`config.mk`:
```
export PLATFORM = sky130hd
export DESIGN_NAME = fir_sequencer_flat
export DESIGN_NICKNAME = d
export VERILOG_FILES = /design/src/rtl/fir_sequencer_if.sv /design/src/rtl/fir_sequencer.sv /design/src/flat_wrapper.sv
export SDC_FILE = /design/constraint.sdc
export NUM_CORES = 1
export LEC_CHECK = 0
export ABC_AREA = 1
export CAP_MARGIN = 15
export CORE_MARGIN = 1
export CORE_UTILIZATION = 42
export CTS_BUF_LIST = sky130_fd_sc_hd__clkbuf_8
export DETAILED_ROUTE_END_ITERATION = 8
export PLACE_DENSITY = 0.84
export SYNTH_ARGS = -nofsm -noshare
export SYNTH_HDL_FRONTEND = slang
export SYNTH_SLANG_ARGS = --single-unit
export TNS_END_PERCENT = 5
```
`constraint.sdc`:
```
create_clock -name clk -period 1.5 [get_ports clk]
set_input_delay 0.15 -clock clk [delete_from_list [all_inputs] [get_ports clk]]
set_output_delay 0.15 -clock clk [all_outputs]
set_load 0.03 [all_outputs]
```
`src/rtl/fir_sequencer_if.sv`:
```
// fir_sequencer_if: sample stream in, fir control/capture, result stream out, status.
interface fir_sequencer_if #(
  parameter int IN_W = 16,
  parameter int ACC_W = 39,
  parameter int OUT_W = 32
);
  logic in_valid;
  logic in_ready;
  logic [IN_W-1:0] in_sample;
  logic fir_ena;
  logic [IN_W-1:0] fir_sample;
  logic [ACC_W-1:0] fir_out;
  logic out_valid;
  logic out_ready;
  logic [OUT_W-1:0] out_data;
  logic out_sat;
  logic [15:0] sat_count;
  logic busy;
  modport master (
    output in_valid, in_sample, fir_out, out_ready,
    input in_ready, fir_ena, fir_sample, out_valid, out_data, out_sat, sat_count, busy
  );
  modport slave (
    input in_valid, in_sample, fir_out, out_ready,
    output in_ready, fir_ena, fir_sample, out_valid, out_data, out_sat, sat_count, busy
  );
endinterface

```
`src/rtl/fir_sequencer.sv`:
```
// fir_sequencer: paces samples into the fir, waits out its latency, saturates the
// captured accumulator and streams every DECIM-th result downstream.
module fir_sequencer #(
  parameter int IN_W = 16,
  parameter int ACC_W = 39,
  parameter int OUT_W = 32,
  parameter int LATENCY = 1,
  parameter int DECIM = 1
) (
  input logic clk,
  input logic rst,
  fir_sequencer_if.slave bus
);
  typedef enum logic [1:0] {IDLE, SHIFT, SETTLE, HOLD} state_t;
  localparam logic signed [ACC_W-1:0] P_MAX = {{(ACC_W-OUT_W+1){1'b0}}, {(OUT_W-1){1'b1}}};
  localparam logic signed [ACC_W-1:0] P_MIN = {{(ACC_W-OUT_W+1){1'b1}}, {(OUT_W-1){1'b0}}};
  state_t r_state, w_next;
  logic [3:0] r_cnt;
  logic [7:0] r_phase;
  logic [IN_W-1:0] r_sample;
  logic [OUT_W-1:0] r_data;
  logic r_sat;
  logic r_valid;
  logic [15:0] r_sat_cnt;
  logic w_hi, w_lo, w_clip, w_capture, w_last;
  logic w_ena, w_in_ready, w_busy;
  logic [OUT_W-1:0] w_cap;
  assign w_hi = $signed(bus.fir_out) > P_MAX;
  assign w_lo = $signed(bus.fir_out) < P_MIN;
  assign w_clip = w_hi | w_lo;
  assign w_cap = w_hi ? {1'b0, {(OUT_W-1){1'b1}}} : w_lo ? {1'b1, {(OUT_W-1){1'b0}}} : bus.fir_out[OUT_W-1:0];
  assign w_capture = r_state == SETTLE && r_cnt == 4'd0;
  assign w_last = r_phase == 8'(DECIM - 1);
  always_comb begin
    w_next = r_state;
    w_ena = r_state == SHIFT;
    w_in_ready = r_state == IDLE && rst;
    w_busy = r_state != IDLE;
    case (r_state)
      IDLE: w_next = bus.in_valid ? SHIFT : IDLE;
      SHIFT: w_next = SETTLE;
      SETTLE: w_next = w_capture ? (w_last ? HOLD : IDLE) : SETTLE;
      HOLD: w_next = bus.out_ready ? IDLE : HOLD;
      default: w_next = IDLE;
    endcase
  end
  always_ff @(posedge clk) begin
    if (!rst) begin
      r_state <= IDLE;
      r_cnt <= '0;
      r_phase <= '0;
      r_sample <= '0;
      r_data <= '0;
      r_sat <= 1'b0;
      r_valid <= 1'b0;
      r_sat_cnt <= '0;
    end else begin
      r_state <= w_next;
      if (r_state == IDLE && bus.in_valid) r_sample <= bus.in_sample;
      if (r_state == SHIFT) r_cnt <= 4'(LATENCY - 1);
      else if (r_state == SETTLE && !w_capture) r_cnt <= r_cnt - 4'd1;
      // every capture counts toward sat_count, including decimated-away ones
      if (w_capture && w_clip && r_sat_cnt != 16'hFFFF) r_sat_cnt <= r_sat_cnt + 16'd1;
      if (w_capture) r_phase <= w_last ? 8'd0 : r_phase + 8'd1;
      if (w_capture && w_last) begin
        r_data <= w_cap;
        r_sat <= w_clip;
        r_valid <= 1'b1;
      end else if (r_state == HOLD && bus.out_ready) begin
        r_valid <= 1'b0;
      end
    end
  end
  assign bus.in_ready = w_in_ready;
  assign bus.fir_ena = w_ena;
  assign bus.fir_sample = r_sample;
  assign bus.out_valid = r_valid;
  assign bus.out_data = r_data;
  assign bus.out_sat = r_sat;
  assign bus.sat_count = r_sat_cnt;
  assign bus.busy = w_busy;
endmodule

```
`src/flat_wrapper.sv`:
```
// flat-port wrapper written by rule: the top's interface ports become plain ports
module fir_sequencer_flat 
#(
  parameter int IN_W = 16,
  parameter int ACC_W = 39,
  parameter int OUT_W = 32,
  parameter int LATENCY = 1,
  parameter int DECIM = 1
)
  (clk, rst, bus_in_valid, bus_in_sample, bus_fir_out, bus_out_ready, bus_in_ready, bus_fir_ena, bus_fir_sample, bus_out_valid, bus_out_data, bus_out_sat, bus_sat_count, bus_busy);
  fir_sequencer_if #(.IN_W(IN_W), .ACC_W(ACC_W), .OUT_W(OUT_W)) bus_i ();
  input logic clk;
  input logic rst;
  input wire logic [$bits(bus_i.in_valid)-1:0] bus_in_valid;
  input wire logic [$bits(bus_i.in_sample)-1:0] bus_in_sample;
  input wire logic [$bits(bus_i.fir_out)-1:0] bus_fir_out;
  input wire logic [$bits(bus_i.out_ready)-1:0] bus_out_ready;
  output wire logic [$bits(bus_i.in_ready)-1:0] bus_in_ready;
  output wire logic [$bits(bus_i.fir_ena)-1:0] bus_fir_ena;
  output wire logic [$bits(bus_i.fir_sample)-1:0] bus_fir_sample;
  output wire logic [$bits(bus_i.out_valid)-1:0] bus_out_valid;
  output wire logic [$bits(bus_i.out_data)-1:0] bus_out_data;
  output wire logic [$bits(bus_i.out_sat)-1:0] bus_out_sat;
  output wire logic [$bits(bus_i.sat_count)-1:0] bus_sat_count;
  output wire logic [$bits(bus_i.busy)-1:0] bus_busy;
  assign bus_i.in_valid = bus_in_valid;
  assign bus_i.in_sample = bus_in_sample;
  assign bus_i.fir_out = bus_fir_out;
  assign bus_i.out_ready = bus_out_ready;
  assign bus_in_ready = bus_i.in_ready;
  assign bus_fir_ena = bus_i.fir_ena;
  assign bus_fir_sample = bus_i.fir_sample;
  assign bus_out_valid = bus_i.out_valid;
  assign bus_out_data = bus_i.out_data;
  assign bus_out_sat = bus_i.out_sat;
  assign bus_sat_count = bus_i.sat_count;
  assign bus_busy = bus_i.busy;
  fir_sequencer #(.IN_W(IN_W), .ACC_W(ACC_W), .OUT_W(OUT_W), .LATENCY(LATENCY), .DECIM(DECIM)) u_core (.clk(clk), .rst(rst), .bus(bus_i));
endmodule
```
==> results of run 1 <==
-- through the flow --
stage / utilization, % / total power (uW) / instances / setup WS, ns
6_report: 66.7 / 5700 / 785 / -0.0942
5_1_grt: 66.7 / 5930 / 785 / -0.171
4_1_cts: 66.1 / 5690 / 783 / -0.0899
3_5_place_dp: 62.5 / 3990 / 758 / -0.245
3_3_place_gp: 62.5 / 3950 / 758 / -0.149
2_1_floorplan: - / 3280 / 502 / -0.0100
-- Yosys cell counts (5+ instances only) --
| master | number | area (um^2) |
|---|---|---|
| nor3_1 | 6 | 30.0 |
| ha_1 | 5 | 62.6 |
| xor2_1 | 6 | 52.6 |
| o21ai_0 | 59 | 295 |
| nor2_1 | 72 | 270 |
| buf_2 | 5 | 25.0 |
| dfxtp_1 | 80 | 1600 |
| a21oi_1 | 22 | 110 |
| clkbuf_1 | 12 | 45.0 |
| nand4_1 | 14 | 87.6 |
| a21oi_2 | 31 | 272 |
| inv_1 | 34 | 128 |
| nand3_1 | 23 | 115 |
| nand2_1 | 107 | 402 |
-- sequential cells by signal (all words and copies together), names as in the netlist --
| signal | cells |
|---|---|
| u_core.bus.sat_count | 16 |
| u_core.bus.out_sat | 1 |
| u_core.r_phase | 8 |
| u_core.bus.fir_sample | 16 |
| u_core.r_cnt | 4 |
| u_core.r_state | 2 |
| u_core.bus.out_data | 32 |
| u_core.bus.out_valid | 1 |
-- final timing paths --
check / start / endpoint / slack [ns] / cells past startpoint
setup / recovery: u_core.r_phase[0]$_SDFFE_PN0P_ / u_core.bus.out_data[1]$_SDFFE_PN0P_ / -0.09 / 9
hold / removal: bus_fir_out[30] / u_core.bus.out_data[30]$_SDFFE_PN0P_ / 0.35 / 3
setup reg to reg: u_core.r_phase[0]$_SDFFE_PN0P_ / u_core.bus.out_data[1]$_SDFFE_PN0P_ / -0.09 / 9
hold reg to reg: u_core.bus.out_data[31]$_SDFFE_PN0P_ / u_core.bus.out_data[31]$_SDFFE_PN0P_ / 0.47 / 2
-- per-layer routing --
metal	wire, um	part of all wire, %
met5	0	0
met4	295	2.6
met3	851	7.6
met2	5600	50
met1	4450	40
-- what timing repair did --
| action | in CTS | in global routing |
|---|---|---|
| buffers inserted | 8 | 2 |
| pin swaps | 7 | 8 |
| endpoints found under the setup margin | 115 | 60 |
| hold endpoints to repair | 0 | 0 |
| gates resized for setup | 89 | 13 |
| cloned | 2 | 1 |
-- cell type report --
| type | instances | area (um^2) |
|---|---|---|
| clock buffers | 9 | 124 |
| clock inverters | 6 | 91.3 |
| fillers | 710 | 2890 |
| inverters | 38 | 148 |
| multi-input cells | 363 | 1960 |
| flip-flops and latches | 80 | 1630 |
| well taps | 108 | 135 |
| repair buffers | 181 | 1700 |
-- cells in the final DEF, fill, tap and decap left out, types with 2 or more instances in the layout --
master	instances
nand2_1	107
nor2_4	4
ha_4	2
xor2_1	6
buf_6	5
o21ai_1	4
clkdlybuf4s50_1	58
nand3_1	22
clkinv_1	2
a211oi_1	2
buf_12	3
ha_1	2
nand3_4	3
nor3_2	3
o211ai_1	2
a21oi_2	31
dfxtp_4	2
nor3_1	3
nand4_1	14
dlygate4sd2_1	66
dfxtp_1	62
bufinv_16	2
a21oi_1	21
nor2_1	70
nand3b_1	2
clkbuf_8	9
inv_2	4
o21ai_0	55
buf_4	45
nand2_2	2
buf_16	2
inv_4	3
inv_1	30
dfxtp_2	16
-- worst max-delay path: cells and delay by family (launching register included) --
| family | cells | cell delay [ns] |
|---|---|---|
| compound gates | 1 | 0.04 |
| fa+ha+maj | 1 | 0.14 |
| buf+inv | 4 | 0.40 |
| flops | 1 | 0.33 |
| simple gates | 3 | 0.57 |
-- where the power goes --
part	leakage, uW	internal (uW)	switching [uW]
registers	0.000663	2300	101
clock network	0.000106	938	837
logic	0.00175	609	915
-- cells by family (layout without fill, tap and decap cells) --
family          Yosys count  in the layout
compound gates          118            118
xor+xnor                  6              6
fa+ha+maj                 5              5
flops                    80             80
simple gates            234            234
buf+inv                  59            234
==> impl_metrics.py, run 1 <==
metrics = {
    "final_layout": {
        "nNetsFinal": 737,
        "antenna_cells": 0,
        "areaGrowthSynthToFinish_pct": 54.9,
        "stdcell_area_um2": 5790,
        "drive_gt1_share_pct": 21.9,
    },
    "clock_tree": {
        "cts_sinks": 80,
        "cts_buffer_depth": 2,
        "cts_buffers": 9,
        "clk_latency_ns": 0.35,
        "path_clk_slew_ns": 0.09,
        "htree_levels": 3,
        "holdBufCountCts": 0,
        "root_buffer": "clkbuf_8",
        "cts_tree": "built",
    },
    "outcome": {
        "outcome": "finished, violations left",
        "violations": "setup timing",
    },
    "global_route": {
        "grt_max_degree": 32,
        "met3_usage_pct": 6.71,
        "grt_overflow": 0,
        "grtUsageTotal_pct": 25.3,
        "met1_usage_pct": 28.7,
        "first_global_vias": 4035,
        "grt_pass1_wl_um": 18000,
        "use_met2_pct": 43.8,
        "antenna_found_initial": 0,
        "busiest_layer": "met2",
    },
    "logic_synthesis": {
        "synthAdderAreaFrac_pct": 1.67,
        "synth_top_family_by_area": "simple AND/OR/NAND/NOR gates",
        "synth_cell_types": 29,
        "synthMuxAreaShare_pct": 0,
        "ys.flop_type": "dfxtp_1",
        "async_flop_share_pct": 0,
        "ys_ff_latch": 80,
        "syn_area_um2": 3740,
        "synth_cells": 502,
        "synth-edff-count": 0,
        "synth_area_per_cell_um2": 7.45,
        "yosysSeqAreaShare_pct": 42.8,
        "synth_xor_area_share_pct": 1.41,
        "synth_compound_area_share_pct": 19.3,
        "synth_warnings": 0,
        "syn-num-nets": 566,
        "synth-simple-area-share_pct": 27.8,
    },
    "timing": {
        "max_freq_mhz": 627,
        "fin_ws_ns": -0.0942,
        "finalClockSkew_ns": 0.00922,
        "worst_pin_slew_ns": 0.335,
        "finalSetupTns_ns": -2.85,
        "max_slew_margin_pct": 77.5,
        "finalCriticalPeriod_ns": 1.59,
        "grt_setup_unrepaired": "yes",
        "drv_slew": 0,
        "setup_viol": 50,
        "hold_viol": 0,
        "post-route-period-util_pct": 106,
        "hold_ws_ns": 0.354,
    },
    "route": {
        "routed_wl_um": 11200,
        "vias_per_cell": 5.18,
        "drt_iter0_drc": 199,
        "post_drt_wl_per_cell_um": 14.3,
        "antenna_left": 0,
        "dr.pass1.iters": 5,
        "dr_total_vias": 4067,
        "drc_errors": 0,
    },
    "setup_path": {
        "worst_path_largest_cell_delay_ns": 0.33,
        "cp_cell_sequence": "inv_2 > ha_4 > nand4_1 > nor2_8 > inv_4 > nor2_4 > buf_6 > clkbuf_16 > a21oi_2",
        "critPathMaxFanout": 4,
        "cp-start-kind": "flip-flop",
        "required_ns": 1.75,
        "cp-end-kind": "flip-flop",
        "criticalPathCategory": "flip-flop to flip-flop",
        "worstPathArrival_ns": 1.84,
        "slowest_stage": "dfxtp_2",
    },
    "floorplan": {
        "row_count": 34,
        "dieArea_um2": 9280,
        "core_um2": 8680,
        "die_h_um": 96.3,
        "ios": 128,
        "start_util_pct": 43.1,
        "die-width_um": 96.3,
    },
    "placement": {
        "dp_hpwl_um": 7840,
        "gp_congestion": 0.900,
        "dpl_cell_area_um2": 5430,
        "io_buffer_count": 127,
    },
    "pwr": {
        "vdd_ir_drop_max_mv": 0.625,
        "power_density_nw_per_um2": 985,
        "power_leakage_uw": 0.00252,
    },
    "run": {
        "drv_cap": 0,
    },
    "min_path": {
        "hold_class": "input port to flip-flop",
    },
}
Note: power is estimated with default switching activity, not from simulation.
==> run 2: changes to the inputs <==
--- a/config.mk
+++ b/config.mk
@@ -8,10 +8,10 @@
 export ABC_AREA = 1
 export CAP_MARGIN = 15
 export CORE_MARGIN = 1
-export CORE_UTILIZATION = 42
-export CTS_BUF_LIST = sky130_fd_sc_hd__clkbuf_8
+export CORE_UTILIZATION = 41
 export DETAILED_ROUTE_END_ITERATION = 8
-export PLACE_DENSITY = 0.84
+export PLACE_DENSITY = 0.82
+export REMOVE_ABC_BUFFERS = 1
 export SYNTH_ARGS = -nofsm -noshare
 export SYNTH_HDL_FRONTEND = slang
 export SYNTH_SLANG_ARGS = --single-unit
==> run 2 against run 1 <==
Against the previous run: the run still ends with setup timing left; critical path depth grew 2; final area grew 0.99%; flip-flop and latch count is the same.
==> impl_metrics.py, run 2 (synthesis results as in run 1) <==
metrics = {
    "setup_path": {
        "criticalPathCategory": "flip-flop to flip-flop",
        "critPathMaxFanout": 8,
        "worstPathArrival_ns": 1.89,
        "cp-end-kind": "flip-flop",
        "cp-start-kind": "flip-flop",
        "required_ns": 1.78,
    },
    "timing": {
        "worst_pin_slew_ns": 0.346,
        "hold_viol": 0,
        "fin_ws_ns": -0.115,
        "setup_viol": 51,
        "max_freq_mhz": 619,
        "hold_ws_ns": 0.364,
        "post-route-period-util_pct": 108,
        "grt_setup_unrepaired": "yes",
        "finalCriticalPeriod_ns": 1.62,
        "max_slew_margin_pct": 76.7,
        "drv_slew": 0,
        "finalClockSkew_ns": 0.00961,
    },
    "final_layout": {
        "areaGrowthSynthToFinish_pct": 56.4,
        "largest_reg_flops": 32,
        "layout_common_cells": "nand2_1 (106), dfxtp_1 (75), nor2_1 (70), dlygate4sd2_1 (66), clkdlybuf4s50_1 (58)",
        "n_fill_cell": 722,
        "stdcell_area_um2": 5850,
        "nNetsFinal": 746,
        "stdcell_count": 795,
        "antenna_cells": 0,
        "final_common_cell": "nand2_1",
        "drive_gt1_share_pct": 22.0,
    },
    "pwr": {
        "vdd_ir_drop_max_mv": 0.625,
        "power_density_nw_per_um2": 953,
        "finalPower_uw": 5570,
        "power_leakage_uw": 0.00254,
    },
    "clock_tree": {
        "root_buffer": "clkbuf_8",
        "clk_latency_ns": 0.35,
        "cts_buffer_depth": 2,
        "cts_tree": "built",
        "path_clk_slew_ns": 0.08,
        "cts_buffers": 9,
        "htree_levels": 3,
        "cts_sinks": 80,
        "holdBufCountCts": 0,
    },
    "floorplan": {
        "start_util_pct": 42.7,
        "dieArea_um2": 9500,
        "row_count": 34,
        "ios": 128,
        "core_um2": 8760,
        "die_h_um": 97.5,
        "die-width_um": 97.5,
    },
    "run": {
        "drv_cap": 0,
    },
    "placement": {
        "dp.cells": 763,
        "gp_congestion": 0.888,
        "dpl_cell_area_um2": 5400,
        "io_buffer_count": 127,
        "post-place-ws_ns": -0.234,
        "dp_hpwl_um": 8010,
    },
    "route": {
        "drc_errors": 0,
        "drt_iter0_drc": 223,
        "antenna_left": 0,
        "dr.pass1.iters": 4,
        "post_drt_wl_per_cell_um": 14.7,
        "routed_wl_um": 11700,
        "vias_per_cell": 5.17,
        "dr_total_vias": 4112,
    },
    "global_route": {
        "grt_max_degree": 35,
        "antenna_found_initial": 0,
        "first_global_vias": 4077,
        "grt_pass1_wl_um": 18800,
        "grt_overflow": 0,
        "grtUsageTotal_pct": 24.2,
    },
    "outcome": {
        "outcome": "finished, violations left",
        "violations": "setup timing",
    },
    "min_path": {
        "hold_class": "input port to flip-flop",
    },
}
## run 2: cell types whose count changed in the layout (fill, tap and decap cells not counted), sizes merged
cell | previous run | this run
buf | 55 | 65
bufinv | 2 | 1
clkbuf | 11 | 13
clkinvlp | 1 | 2
inv | 38 | 36
## run 2: cell type report
cell class / instances / area [um^2] / share of cell area [%]
repair buffers: 190 / 1770 / 30.2
multi-input cells: 363 / 1990 / 34.1
flip-flops and latches: 80 / 1610 / 27.5
clock buffers: 12 / 145 / 2.48
inverters: 38 / 148 / 2.53
clock inverters: 4 / 53.8 / 0.920
well taps: 108 / 135 / 2.31
## run 2: worst max-delay path, cell delays in order, from the launching register on
cell	delay [ns]
dfxtp_2	0.33
inv_2	0.07
ha_4	0.15
nand3_4	0.07
nor2_4	0.14
inv_4	0.07
buf_6	0.12
buf_6	0.10
a21oi_2	0.11
buf_6	0.15
nand3_2	0.08
a21oi_2	0.14
## run 2: through the flow
step	setup TNS [ns]	util [%]
5_1_grt	-6.99	66.7
4_1_cts	-3.56	65.7
2_1_floorplan	-28.33	-
3_3_place_gp	-4.07	61.7
6_report	-2.81	66.7
3_5_place_dp	-10.46	61.7
## run 2: per-layer routing
layer | routed length, um | GRT usage [%]
met5 | 0 | 0
met3 | 842 | 6.33
met4 | 391 | 10.7
met1 | 4580 | 26.8
met2 | 5840 | 43.3
## run 2: final timing paths
check                                        from  cells past startpoint                                     to  slack, ns
min                                bus_fir_out[3]                      3    u_core.bus.out_data[3]$_SDFFE_PN0P_       0.36
max                  u_core.r_cnt[0]$_SDFFE_PP0P_                     11  u_core.bus.sat_count[15]$_SDFFE_PN0P_      -0.12
max reg2reg          u_core.r_cnt[0]$_SDFFE_PP0P_                     11  u_core.bus.sat_count[15]$_SDFFE_PN0P_      -0.12
min reg2reg  u_core.bus.out_data[31]$_SDFFE_PN0P_                      2   u_core.bus.out_data[31]$_SDFFE_PN0P_       0.45
## run 2: where the power goes
| group | leakage [uW] | internal [uW] | switching (uW) |
|---|---|---|---|
| clock | 0.0000928 | 820 | 795 |
| sequential | 0.000656 | 2300 | 97.5 |
| combinational | 0.00179 | 628 | 926 |
## run 2: repair_timing
item                                   in CTS  in global routing
endpoints found under the hold margin       0                  0
pin swaps                                  10                  8
gates cloned                                2                  0
resized for setup                          96                 29
setup buffers                              11                  3
setup endpoints to repair                 125                 60
==> run 3: changes to the inputs <==
--- a/config.mk
+++ b/config.mk
@@ -10,6 +10,7 @@
 export CORE_MARGIN = 1
 export CORE_UTILIZATION = 41
 export DETAILED_ROUTE_END_ITERATION = 8
+export HOLD_SLACK_MARGIN = 0.05
 export PLACE_DENSITY = 0.82
 export REMOVE_ABC_BUFFERS = 1
 export SYNTH_ARGS = -nofsm -noshare
==> results of run 3 <==
Same layout as run 2: the final DEF is identical, and so are final timing and power.
